### src/rtl/return_change_sequencer.sv
// Coin-return sequencer: latches the balance on a trigger or inactivity timeout, clears it,
// then pays it out greedily one coin per valid/ready handshake to the hopper.
module return_change_sequencer #(
    parameter int unsigned TOTAL_BITS  = 31,
    parameter int unsigned COIN0_VAL   = 100,
    parameter int unsigned COIN1_VAL   = 500,
    parameter int unsigned COIN2_VAL   = 1000,
    parameter int unsigned WAIT_CYCLES = 10
) (
    input  logic                  clk,
    input  logic                  reset,
    input  logic                  i_trigger_return,
    input  logic                  i_activity,
    input  logic [TOTAL_BITS-1:0] i_balance,
    input  logic                  i_coin_ready,
    output logic                  o_clear_balance,
    output logic                  o_coin_valid,
    output logic [2:0]            o_coin_sel,
    output logic                  o_busy,
    output logic                  o_return_done,
    output logic [TOTAL_BITS-1:0] o_remainder,
    output logic [15:0]           o_coins_out
);

    localparam int unsigned TimerBits = $clog2(WAIT_CYCLES + 1);
    localparam logic [TimerBits-1:0]  TimerLoad = TimerBits'(WAIT_CYCLES);
    localparam logic [TimerBits-1:0]  TimerOne  = TimerBits'(1);
    localparam logic [TOTAL_BITS-1:0] Coin0     = TOTAL_BITS'(COIN0_VAL);
    localparam logic [TOTAL_BITS-1:0] Coin1     = TOTAL_BITS'(COIN1_VAL);
    localparam logic [TOTAL_BITS-1:0] Coin2     = TOTAL_BITS'(COIN2_VAL);

    typedef enum logic [2:0] {StIdle, StLatch, StSelect, StDispense, StDone} state_e;

    state_e                 state_q, state_d;
    logic [TimerBits-1:0]   timer_q, timer_d;
    logic [TOTAL_BITS-1:0]  remaining_q, remaining_d;
    logic                   valid_q, valid_d;
    logic [2:0]             sel_q, sel_d;
    logic                   done_q, done_d;
    logic [TOTAL_BITS-1:0]  remainder_q, remainder_d;
    logic [15:0]            coins_q, coins_d;

    logic                   balance_nz;
    logic                   start;
    logic                   handshake;
    logic [2:0]             fit_sel;
    logic [TOTAL_BITS-1:0]  sel_value;

    assign balance_nz = (i_balance != '0);
    assign start      = i_trigger_return |
                        ((timer_q == TimerOne) && !i_activity && balance_nz);
    // valid is always high in DISPENSE, so ready alone completes the handshake there
    assign handshake  = (state_q == StDispense) && i_coin_ready;

    always_comb begin
        fit_sel = 3'b000;
        if (remaining_q >= Coin2) begin
            fit_sel = 3'b100;
        end else if (remaining_q >= Coin1) begin
            fit_sel = 3'b010;
        end else if (remaining_q >= Coin0) begin
            fit_sel = 3'b001;
        end
    end

    always_comb begin
        sel_value = '0;
        unique case (sel_q)
            3'b100:  sel_value = Coin2;
            3'b010:  sel_value = Coin1;
            3'b001:  sel_value = Coin0;
            default: sel_value = '0;
        endcase
    end

    // State register
    always_ff @(posedge clk) begin
        if (reset) begin
            state_q <= StIdle;
        end else begin
            state_q <= state_d;
        end
    end

    // Next-state logic
    always_comb begin
        state_d = state_q;
        unique case (state_q)
            StIdle:     if (start) state_d = StLatch;
            StLatch:    state_d = balance_nz ? StSelect : StDone;
            StSelect:   state_d = (fit_sel == 3'b000) ? StDone : StDispense;
            StDispense: if (i_coin_ready) state_d = StSelect;
            StDone:     state_d = StIdle;
            default:    state_d = StIdle;
        endcase
    end

    // FSM outputs
    always_comb begin
        o_clear_balance = (state_q == StLatch);
        o_busy          = (state_q != StIdle);
    end

    // Datapath next-state
    always_comb begin
        timer_d     = timer_q;
        remaining_d = remaining_q;
        valid_d     = valid_q;
        sel_d       = sel_q;
        done_d      = 1'b0;
        remainder_d = remainder_q;
        coins_d     = coins_q;

        unique case (state_q)
            StIdle: begin
                if (i_activity || !balance_nz) begin
                    timer_d = TimerLoad;
                end else if (timer_q > TimerOne) begin
                    timer_d = timer_q - TimerOne;
                end
            end
            StLatch: remaining_d = i_balance;
            StSelect: begin
                if (fit_sel != 3'b000) begin
                    valid_d = 1'b1;
                    sel_d   = fit_sel;
                end
            end
            StDispense: begin
                if (handshake) begin
                    remaining_d = remaining_q - sel_value;
                    valid_d     = 1'b0;
                    sel_d       = 3'b000;
                    if (coins_q != 16'hFFFF) begin
                        coins_d = coins_q + 16'd1;
                    end
                end
            end
            StDone: begin
                done_d      = 1'b1;
                remainder_d = remaining_q;
                timer_d     = TimerLoad;
            end
            default: ;
        endcase
    end

    always_ff @(posedge clk) begin
        if (reset) begin
            timer_q     <= TimerLoad;
            remaining_q <= '0;
            valid_q     <= 1'b0;
            sel_q       <= 3'b000;
            done_q      <= 1'b0;
            remainder_q <= '0;
            coins_q     <= '0;
        end else begin
            timer_q     <= timer_d;
            remaining_q <= remaining_d;
            valid_q     <= valid_d;
            sel_q       <= sel_d;
            done_q      <= done_d;
            remainder_q <= remainder_d;
            coins_q     <= coins_d;
        end
    end

    assign o_coin_valid  = valid_q;
    assign o_coin_sel    = sel_q;
    assign o_return_done = done_q;
    assign o_remainder   = remainder_q;
    assign o_coins_out   = coins_q;

endmodule

### config.mk
export PLATFORM = sky130hd
export DESIGN_NAME = return_change_sequencer
export DESIGN_NICKNAME = d
export VERILOG_FILES = /design/src/rtl/return_change_sequencer.sv
export SDC_FILE = /design/constraint.sdc
export NUM_CORES = 1
export LEC_CHECK = 0
export ABC_AREA = 1
export BUFFER_PORTS_ARGS = -buffer_cell sky130_fd_sc_hd__buf_2
export CORE_MARGIN = 1.5
export CORE_UTILIZATION = 40
export CTS_CLUSTER_DIAMETER = 40
export CTS_CLUSTER_SIZE = 8
export DETAILED_ROUTE_END_ITERATION = 8
export SLEW_MARGIN = 10
export SYNTH_ARGS = -nofsm -noshare
export SYNTH_HDL_FRONTEND = slang
export SYNTH_SLANG_ARGS = --single-unit
### constraint.sdc
create_clock -name clk -period 6 [get_ports clk]
set_input_delay 1.2 -clock clk [delete_from_list [all_inputs] [get_ports clk]]
set_output_delay 1.2 -clock clk [all_outputs]
set_load 0.02 [all_outputs]
==> impl_metrics.csv, run 1 <==
group,metric,value,unit
synthesis,synth.distinct_cells,43,
job,drv_cap,0,
timing,slew_viol_final,0,
synthesis,syn_area,5270,um^2
min_path,hp-start,"remaining_q[0]",
die,rows,41,
clock_tree,h-tree-depth,3,
layout,syn_to_final_growth,16.9,%
clock_tree,clockRootBuffer,"clkbuf_16",
global_routing,grt_usage,22.5,%
timing,totalNegativeSetupSlack,0,ps
route,wire_per_inst,14.6,um
place,port_buffers,89,
layout,final_util,48.4,%
min_path,min_path_type,"reg2reg",
pwr,power_density,414,nW/um^2
clock_tree,cts-resized-gates,0,
min_path,hold_path_end,"o_remainder[0]",
die,dieWidth,118,um
layout,layout.nets,935,
place,hpwl,11400,um
status,run_status,"finished, final reports clean",
layout,drive_gt1_share,14.8,%
critical_path,r2r_end,"remaining_q[16]",
route,vias,5452,
timing,period_needed,2850,ps
critical_path,critical_path_class,"in2reg",
critical_path,r2r-start,"o_coin_sel[2]",
timing,rsz0062_at_grt,"false",
clock_tree,clock-sinks,90,
die,floorplan.initialDensity,41.4,%
synthesis,syn-num-nets,860,
critical_path,path_max_fanout,32,
clock_tree,cts_buffer_depth,2,
route,first_pass_iters,6,
die,coreArea,12700,um^2
critical_path,setup.worst_path.end_class,"flop",
global_routing,grt_pass1_vias,4881,
route,ant_nets,0,
clock_tree,hold_buffers,0,
timing,setup_viol,0,
timing,relSlewSlack,44.6,%
global_routing,grt_pass1_wl,25000,um
critical_path,crit_arrival,3100,ps
die,die_area,13900,um^2
timing,hold_viol_final,0,
clock_tree,clk_latency,360,ps
synthesis,synth-seq-cells,90,
min_path,worstHoldPathCells,2,
pwr,p_leak,2.83,nW
critical_path,reg2reg_depth,12,
layout,num_antenna_cells,0,
pwr,ir_worst_vdd,0.137,mV
global_routing,grt-ovfl-total,0,
place,gp_congestion,0.911,
critical_path,r2r_slack,3360,ps
timing,min_period_over_period,47.6,%
critical_path,crit_required,6250,ps
synthesis,avgSynthCellArea,6.49,um^2
clock_tree,cts_tree,"done",
clock_tree,clk_pin_slew_worst_paths,60,ps
global_routing,grt_max_degree,59,
route,routed_wl,15600,um
clock_tree,numCtsBuffers,9,
synthesis,syn_inst,812,
route,drt-initial-drc-count,436,
global_routing,antenna_found_initial,0,
critical_path,startpoint_type,"primary input",
route,drc,0,
die,die_h,118,um
timing,skew,8.96,ps
die,boundaryPins,90,
route,vias_per_cell,5.12,
clock_tree,postCtsSetupBuffers,0,
synthesis,yosys_warnings,0,
synthesis,yosysSeqAreaShare,34.2,%
timing,fmax,350,MHz
timing,worstMarginPinSlew,831,ps
==> flip-flops by register name, summed over array words and instances (netlist names) <==
signal         flops
o_coin_valid       1
timer_q            4
remaining_q       31
o_coin_sel         3
state_q            3
o_return_done      1
o_remainder       31
o_coins_out       16
==> cell type report <==
class                   count  area (um^2)
clock buffers              10          239
clock inverters             6          113
fillers                  1418         6570
inverters                  89          335
multi-input cells         605         2980
flip-flops and latches     90         1800
well taps                 172          215
repair buffers             92          468
==> logic make-up after synthesis <==
| group | count (synthesis) | share of synthesized area (%) |
|---|---|---|
| buffers and inverters | 117 | 9.15 |
| AOI/OAI and AO/OA | 167 | 16.5 |
| and+or+nand+nor | 416 | 35.5 |
| adders and majority gates | 12 | 2.99 |
| DFF | 90 | 34.2 |
| xor gates and xnor gates | 10 | 1.66 |
==> cell usage in the layout (no fill, tap or decap), types with 3 or more instances in the layout <==
master,n
a211oi_1,4
a21oi_1,88
a31oi_1,3
buf_2,89
buf_4,3
bufinv_16,3
clkbuf_16,9
dfxtp_1,90
ha_1,11
inv_1,84
inv_2,3
nand2_1,173
nand3_1,59
nand4_1,27
nor2_1,116
nor2_2,4
nor2_4,6
nor3_1,12
nor3b_1,4
o21ai_0,64
xor2_1,9
==> worst max-delay path, stage by stage <==
cell and delay, ps:
buf_2 120, inv_1 140, nor2_8 80, nor2_4 610
clkinv_2 530, o21ai_0 220, and2_1 150, nor2_1 40
==> Yosys cell counts <==
cell / count / area [um^2]
nand2_1: 173 / 649
nor2_1: 116 / 435
dfxtp_1: 90 / 1800
a21oi_1: 88 / 440
inv_1: 84 / 315
o21ai_0: 64 / 320
nand3_1: 59 / 295
nand4_1: 27 / 169
clkbuf_1: 13 / 48.8
nor3_1: 12 / 60.1
ha_1: 11 / 138
buf_2: 9 / 45.0
xor2_1: 9 / 78.8
nor2_4: 6 / 67.6
a211oi_1: 4 / 30.0
buf_4: 4 / 30.0
nor2_2: 4 / 25.0
nor3b_1: 4 / 30.0
a31oi_1: 3 / 18.8
inv_2: 3 / 11.3
and2_1: 2 / 12.5
buf_6: 2 / 22.5
nand2_4: 2 / 22.5
nand3b_1: 2 / 15.0
o21ai_1: 2 / 10.0
or2_2: 2 / 12.5
a21oi_2: 1 / 8.76
and3_1: 1 / 6.26
clkinv_1: 1 / 3.75
clkinv_2: 1 / 5.00
fa_1: 1 / 20.0
nand2_2: 1 / 6.26
nand4_2: 1 / 12.5
nor2_8: 1 / 20.0
nor3_2: 1 / 10.0
nor3b_2: 1 / 12.5
o2111ai_1: 1 / 8.76
o211ai_1: 1 / 7.51
o21a_1: 1 / 7.51
o21ba_1: 1 / 10.0
o31ai_1: 1 / 7.51
or2_0: 1 / 6.26
xnor2_1: 1 / 8.76
==> through the flow <==
| step | hold slack (ps) | cells | worst slack (ps) | cell area, um^2 | power [W] |
|---|---|---|---|---|---|
| after floorplan | 430 | 812 | 3750 | 5270 | 0.00159 |
| after global placement | 446 | 1048 | 2810 | 5800 | 0.00186 |
| after detailed placement | 449 | 1048 | 2780 | 5800 | 0.00187 |
| after CTS | 458 | 1064 | 3140 | 6150 | 0.00255 |
| after global routing | 494 | 1064 | 2920 | 6150 | 0.00275 |
| final | 456 | 1064 | 3150 | 6150 | 0.00255 |
==> per-layer routing <==
metal / vias up / GRT usage [%] / share of wire, % / wire, um
met5: - / 0 / 0 / 0
met2: 148 / 33.8 / 43 / 6730
met1: 2448 / 31.9 / 49 / 7640
met3: 24 / 4.26 / 5.7 / 895
li1: 2832 / - / - / -
met4: 0 / 8.08 / 2.0 / 318
==> where the power goes <==
part           internal (W)  total [W]  switching (W)  leakage, nW
sequential         0.000664   0.000742      0.0000776        0.731
combinational      0.000349    0.00113       0.000784         1.92
clock              0.000420   0.000672       0.000252        0.173
==> how the worst max path moves through the flow <==
stage	endpoint	cells past startpoint	from	slack, ps
after floorplan	remaining_q[26]	16	o_coin_sel[1]	3750
after global placement	remaining_q[11]	8	i_coin_ready	2810
after detailed placement	remaining_q[11]	8	i_coin_ready	2780
after CTS	remaining_q[11]	8	i_coin_ready	3140
after global routing	remaining_q[11]	8	i_coin_ready	2920
final	remaining_q[11]	8	i_coin_ready	3150
No activity file was read; power rests on OpenSTA's default activity.
==> run 2: changes to the inputs <==
- clock period: 6 -> 2.7 ns (I/O delays scaled with it)
==> impl_metrics.csv, run 2 (synthesis gave the netlist of run 1 again) <==
group,metric,value,unit
place,gp_congestion,0.885,
route,m1WireLength,7620,um
critical_path,reg2reg_depth,15,
layout,final_cell_mix,"nand2_1, nor2_1, dfxtp_1",
critical_path,startpoint,"o_coin_sel[1]",
layout,drive_gt1_share,15.1,%
critical_path,crit_path_end,"remaining_q[14]",
critical_path,path_max_fanout,4,
clock_tree,clk_latency,360,ps
layout,layout_commonest_cell,"nand2_1",
status,run_status,"finished, final reports clean",
clock_tree,numCtsBuffers,9,
min_path,min_path_type,"reg2reg",
clock_tree,h-tree-depth,3,
route,drt-initial-drc-count,468,
global_routing,antenna_found_initial,0,
timing,rsz0062_at_grt,"false",
place,hpwl,11900,um
critical_path,cp_num_cells,15,
timing,min_period_over_period,89.3,%
clock_tree,cts_tree,"done",
critical_path,critical_path_class,"reg2reg",
route,wl_met3,993,um
layout,num_antenna_cells,0,
die,dieWidth,118,um
timing,hold_viol_final,0,
critical_path,slowest_delay,390,ps
timing,skew,14.0,ps
layout,multi_input_area,2990,um^2
global_routing,grt_pass1_wl,25700,um
layout,regArea,1800,um^2
layout,layout.nets,939,
critical_path,r2r-start,"o_coin_sel[1]",
timing,fmax,415,MHz
pwr,p_leak,2.83,nW
clock_tree,hold_buffers,0,
critical_path,cp.buffers_inverters,2,
critical_path,r2r_end,"remaining_q[14]",
die,die_area,13900,um^2
route,first_pass_iters,6,
timing,whs,456,ps
critical_path,startpoint_type,"flop",
critical_path,setup.worst_path.end_class,"flop",
critical_path,crit_required,2970,ps
die,boundaryPins,90,
route,highest_layer,"met4",
job,drv_cap,0,
clock_tree,clk_pin_slew_worst_paths,70,ps
die,coreArea,12700,um^2
die,rows,41,
critical_path,cpMaxStageDelayCell,"dfxtp_1",
clock_tree,cts_buffer_depth,2,
route,vias,5513,
critical_path,worst_path_dominant_cell_family,"simple AND/OR/NAND/NOR gates",
timing,setup_viol,0,
critical_path,cp_common_cell,"nand2_1",
route,met2WireLength,6900,um
pwr,ir_worst_vdd,0.369,mV
global_routing,grt_pass1_vias,5037,
route,wire_per_inst,14.7,um
route,ant_nets,0,
die,floorplan.initialDensity,41.4,%
timing,period_needed,2410,ps
timing,relSlewSlack,65.8,%
pwr,power_density,894,nW/um^2
global_routing,grt-ovfl-total,0,
global_routing,grt_usage,23.0,%
clock_tree,clock-sinks,90,
timing,slew_viol_final,0,
layout,syn_to_final_growth,17.1,%
route,vias_per_cell,5.16,
clock_tree,clockRootBuffer,"clkbuf_16",
route,routed_wl,15700,um
route,drc,0,
place,port_buffers,89,
critical_path,crit_arrival,2690,ps
timing,totalNegativeSetupSlack,0,ps
layout,nFillCells,1392,
global_routing,grt_max_degree,45,
critical_path,r2r_slack,290,ps
critical_path,crit_chain,"inv_1 > nor2_1 > nand2_1 > nand2_1 > ha_1 > inv_1 > fa_1 > nand2_1 > nand2_1 > and2_1 > nand2_1 > nand2_1 > o21ai_0 > o211ai_1 > a21oi_1",
timing,worstMarginPinSlew,513,ps
die,die_h,118,um
-- run 2: cell count changes in the layout (fill, tap and decap cells not counted) --
cell and change:
clkinv_2 -1, nand2_2 +1, nor3_1 -1, clkbuf_8 -1, clkinvlp_4 +1, o21ai_1 +2
buf_4 +3, o21ai_0 -2, nand2_1 -1, inv_6 -1, bufinv_16 -1, nor3_2 +1
buf_12 +1, clkbuf_1 +3
-- run 2: worst min-delay path by stage --
stage,start,end,slack (ps),cells past startpoint
4_1_cts,remaining_q[1],o_remainder[1],450,2
3_3_place_gp,remaining_q[1],o_remainder[1],440,2
6_report,remaining_q[1],o_remainder[1],460,2
3_5_place_dp,remaining_q[1],o_remainder[1],440,2
5_1_grt,i_balance[3],remaining_q[3],490,3
2_1_floorplan,remaining_q[0],o_remainder[0],430,2
-- run 2: through the flow --
| step | total power [W] | std cells | setup slack (ps) | util (%) | area [um^2] |
|---|---|---|---|---|---|
| after floorplan | 0.00353 | 812 | 453 | - | 5270 |
| after global placement | 0.00414 | 1052 | 363 | 45.9 | 5850 |
| after detailed placement | 0.00413 | 1052 | 308 | 45.9 | 5850 |
| after CTS | 0.00549 | 1068 | 293 | 48.4 | 6160 |
| after global routing | 0.00599 | 1068 | 2.43 | 48.5 | 6170 |
| final | 0.00551 | 1068 | 289 | 48.5 | 6170 |
-- run 2: area by class of cell --
| type | instances | area share (%) |
|---|---|---|
| multi-input combinational | 605 | 48.5 |
| clock buffer | 12 | 3.84 |
| clock inverter | 4 | 1.24 |
| inverter | 89 | 5.44 |
| sequential | 90 | 29.2 |
| tap | 172 | 3.49 |
| timing repair buffer | 96 | 8.28 |
-- run 2: repair_timing --
action	CTS	global route
gates resized for setup	0	4
setup endpoints to repair	0	5
buffers inserted	0	0
-- run 2: where the power goes --
part | total, W | switching, W | internal [W]
clock | 0.00136 | 0.000547 | 0.000815
combinational | 0.00250 | 0.00171 | 0.000790
sequential | 0.00165 | 0.000176 | 0.00148
total | 0.00551 | 0.00243 | 0.00308
-- run 2: metal layers --
layer  vias up  global-route usage, %
met5         -                      0
met4         0                   6.33
met3        18                   4.17
met2       160                   35.8
met1      2499                   32.6
li1       2836                      -
-- run 2: worst min-delay path: stages (launching register included) --
cell     delay, ps
dfxtp_1        300
inv_1           60
a21oi_1         60
==> run 3: changes to the inputs <==
- CORE_ASPECT_RATIO: default -> 0.5
==> impl_metrics.csv, run 3 (synthesis gave the netlist of run 1 again) <==
group,metric,value,unit
layout,nFillCells,1373,
global_routing,antenna_found_initial,0,
global_routing,grt_pass1_vias,4915,
timing,relSlewSlack,46.0,%
layout,layout.nets,939,
critical_path,startpoint_type,"flop",
clock_tree,cts-resized-gates,0,
route,drc,0,
clock_tree,h-tree-depth,3,
pwr,ir_worst_vdd,0.338,mV
timing,min_period_over_period,92.1,%
timing,worstMarginPinSlew,807,ps
route,wire_per_inst,14.9,um
place,place_inst,1050,
layout,stdcell_count,1066,
pwr,total_power,0.00566,W
die,rows,29,
die,boundaryPins,90,
route,first_pass_iters,5,
place,hpwl,11800,um
place,gp_congestion,0.941,
critical_path,r2r_end,"remaining_q[10]",
clock_tree,cts_tree,"done",
die,die_h,84.1,um
critical_path,crit_path_end,"remaining_q[10]",
critical_path,setup.worst_path.end_class,"flop",
clock_tree,cts_buffer_depth,2,
critical_path,path_max_fanout,4,
timing,slew_viol_final,0,
status,run_status,"finished, final reports clean",
critical_path,crit_chain,"inv_1 > nor2_1 > nand2_1 > nand2_1 > ha_1 > inv_1 > fa_1 > nand2_1 > nand2_1 > and2_1 > nand2_1 > nand2_1 > xor2_1 > o21ai_1 > a21oi_1",
pwr,p_sw_share,44.9,%
layout,final_cell_mix,"nand2_1, nor2_1, dfxtp_1",
pwr,power_density,914,nW/um^2
global_routing,grt_max_degree,41,
clock_tree,hold_buffers,0,
global_routing,grt-ovfl-total,0,
clock_tree,postCtsSetupBuffers,0,
min_path,min_path_type,"reg2reg",
critical_path,cp_common_cell,"nand2_1",
pwr,p_leak,2.85,nW
die,dieWidth,165,um
critical_path,r2r-start,"o_coin_sel[1]",
clock_tree,clk_pin_slew_worst_paths,70,ps
clock_tree,clockRootBuffer,"clkbuf_16",
timing,skew,18.0,ps
pwr,comb_power_share,45.5,%
job,drv_cap,0,
critical_path,startpoint,"o_coin_sel[1]",
critical_path,critical_path_class,"reg2reg",
critical_path,reg2reg_depth,15,
timing,setup_viol,0,
critical_path,crit_required,2920,ps
critical_path,crit_arrival,2700,ps
critical_path,cpMaxStageDelayCell,"dfxtp_1",
pwr,power.internal,0.00312,W
layout,layout_commonest_cell,"nand2_1",
place,port_buffers,89,
layout,drive_gt1_share,15.3,%
timing,period_needed,2490,ps
timing,hold_viol_final,0,
route,vias,5502,
die,coreArea,12800,um^2
clock_tree,numCtsBuffers,9,
pwr,seqPwrFrac,29.1,%
route,ant_nets,0,
clock_tree,clk_latency,360,ps
timing,fmax,402,MHz
route,routed_wl,15900,um
clock_tree,clock-sinks,90,
global_routing,grt_usage,23.3,%
route,vias_per_cell,5.16,
global_routing,grt_pass1_wl,25200,um
critical_path,slowest_delay,380,ps
layout,num_antenna_cells,0,
die,die_area,13900,um^2
layout,syn_to_final_growth,17.5,%
die,floorplan.initialDensity,41.2,%
critical_path,r2r_slack,210,ps
route,drt-initial-drc-count,476,
pwr,p_sw,0.00254,W
pwr,clock_power_share,25.4,%
run 3: changes by cell type in the layout (fill, tap and decap cells not counted):
cell        before  now
clkbuf_1         3    0
clkinvlp_4       1    0
clkinv_4         1    2
nand2_2          2    1
nand2_1        172  173
a21oi_4          0    1
a21oi_2          1    0
inv_6            0    2
clkbuf_8         0    1
run 3: per-layer routing:
metal | vias to the layer above | global-route usage (%) | wire length [um]
met5 | - | 0 | 0
met4 | 0 | 5.24 | 198
met3 | 20 | 5.39 | 990
met2 | 162 | 36.7 | 6800
met1 | 2499 | 32.4 | 7870
li1 | 2821 | - | -
run 3: how the worst min path moves through the flow:
stage	startpoint	end	slack, ps	cells after the start
floorplan	remaining_q[0]	o_remainder[0]	430	2
global placement	remaining_q[0]	remaining_q[0]	450	2
detailed placement	remaining_q[0]	remaining_q[0]	450	2
CTS	remaining_q[0]	remaining_q[0]	460	2
global route	i_balance[3]	remaining_q[3]	470	3
finish	remaining_q[0]	remaining_q[0]	450	2
run 3: layout make-up:
cell class	count	area, um^2	share of cell area, %
multi-input cells	605	3000	48.4
repair buffers	96	510	8.25
clock buffers	10	239	3.86
clock inverters	6	95.1	1.54
well taps	170	213	3.44
flip-flops and latches	90	1800	29.1
inverters	89	335	5.42
run 3: through the flow:
step / hold slack [ps] / setup TNS, ps / utilization [%] / setup slack, ps / area (um^2)
2_1_floorplan: 430 / 0 / - / 453 / 5270
3_3_place_gp: 449 / 0 / 45.7 / 197 / 5840
3_5_place_dp: 445 / 0 / 45.7 / 149 / 5840
4_1_cts: 456 / 0 / 48.4 / 233 / 6180
5_1_grt: 474 / -0.792 / 48.5 / -0.792 / 6190
6_report: 453 / 0 / 48.5 / 213 / 6190
run 3: worst max-delay path: cells and delay by family, from the launching register on:
family          cells  cell delay [ps]
xor+xnor            1              190
fa+ha+maj           2              530
compound gates      2              210
simple gates        8              920
buf+inv             2              150
flops               1              380
run 3: power by group through the flow:
stage	Clock, W	Combinational (W)	Sequential (W)
2_1_floorplan	0	0.00188	0.00165
6_report	0.00144	0.00257	0.00164
4_1_cts	0.00147	0.00252	0.00164
3_5_place_dp	0	0.00251	0.00167
5_1_grt	0.00151	0.00291	0.00167
3_3_place_gp	0	0.00249	0.00167
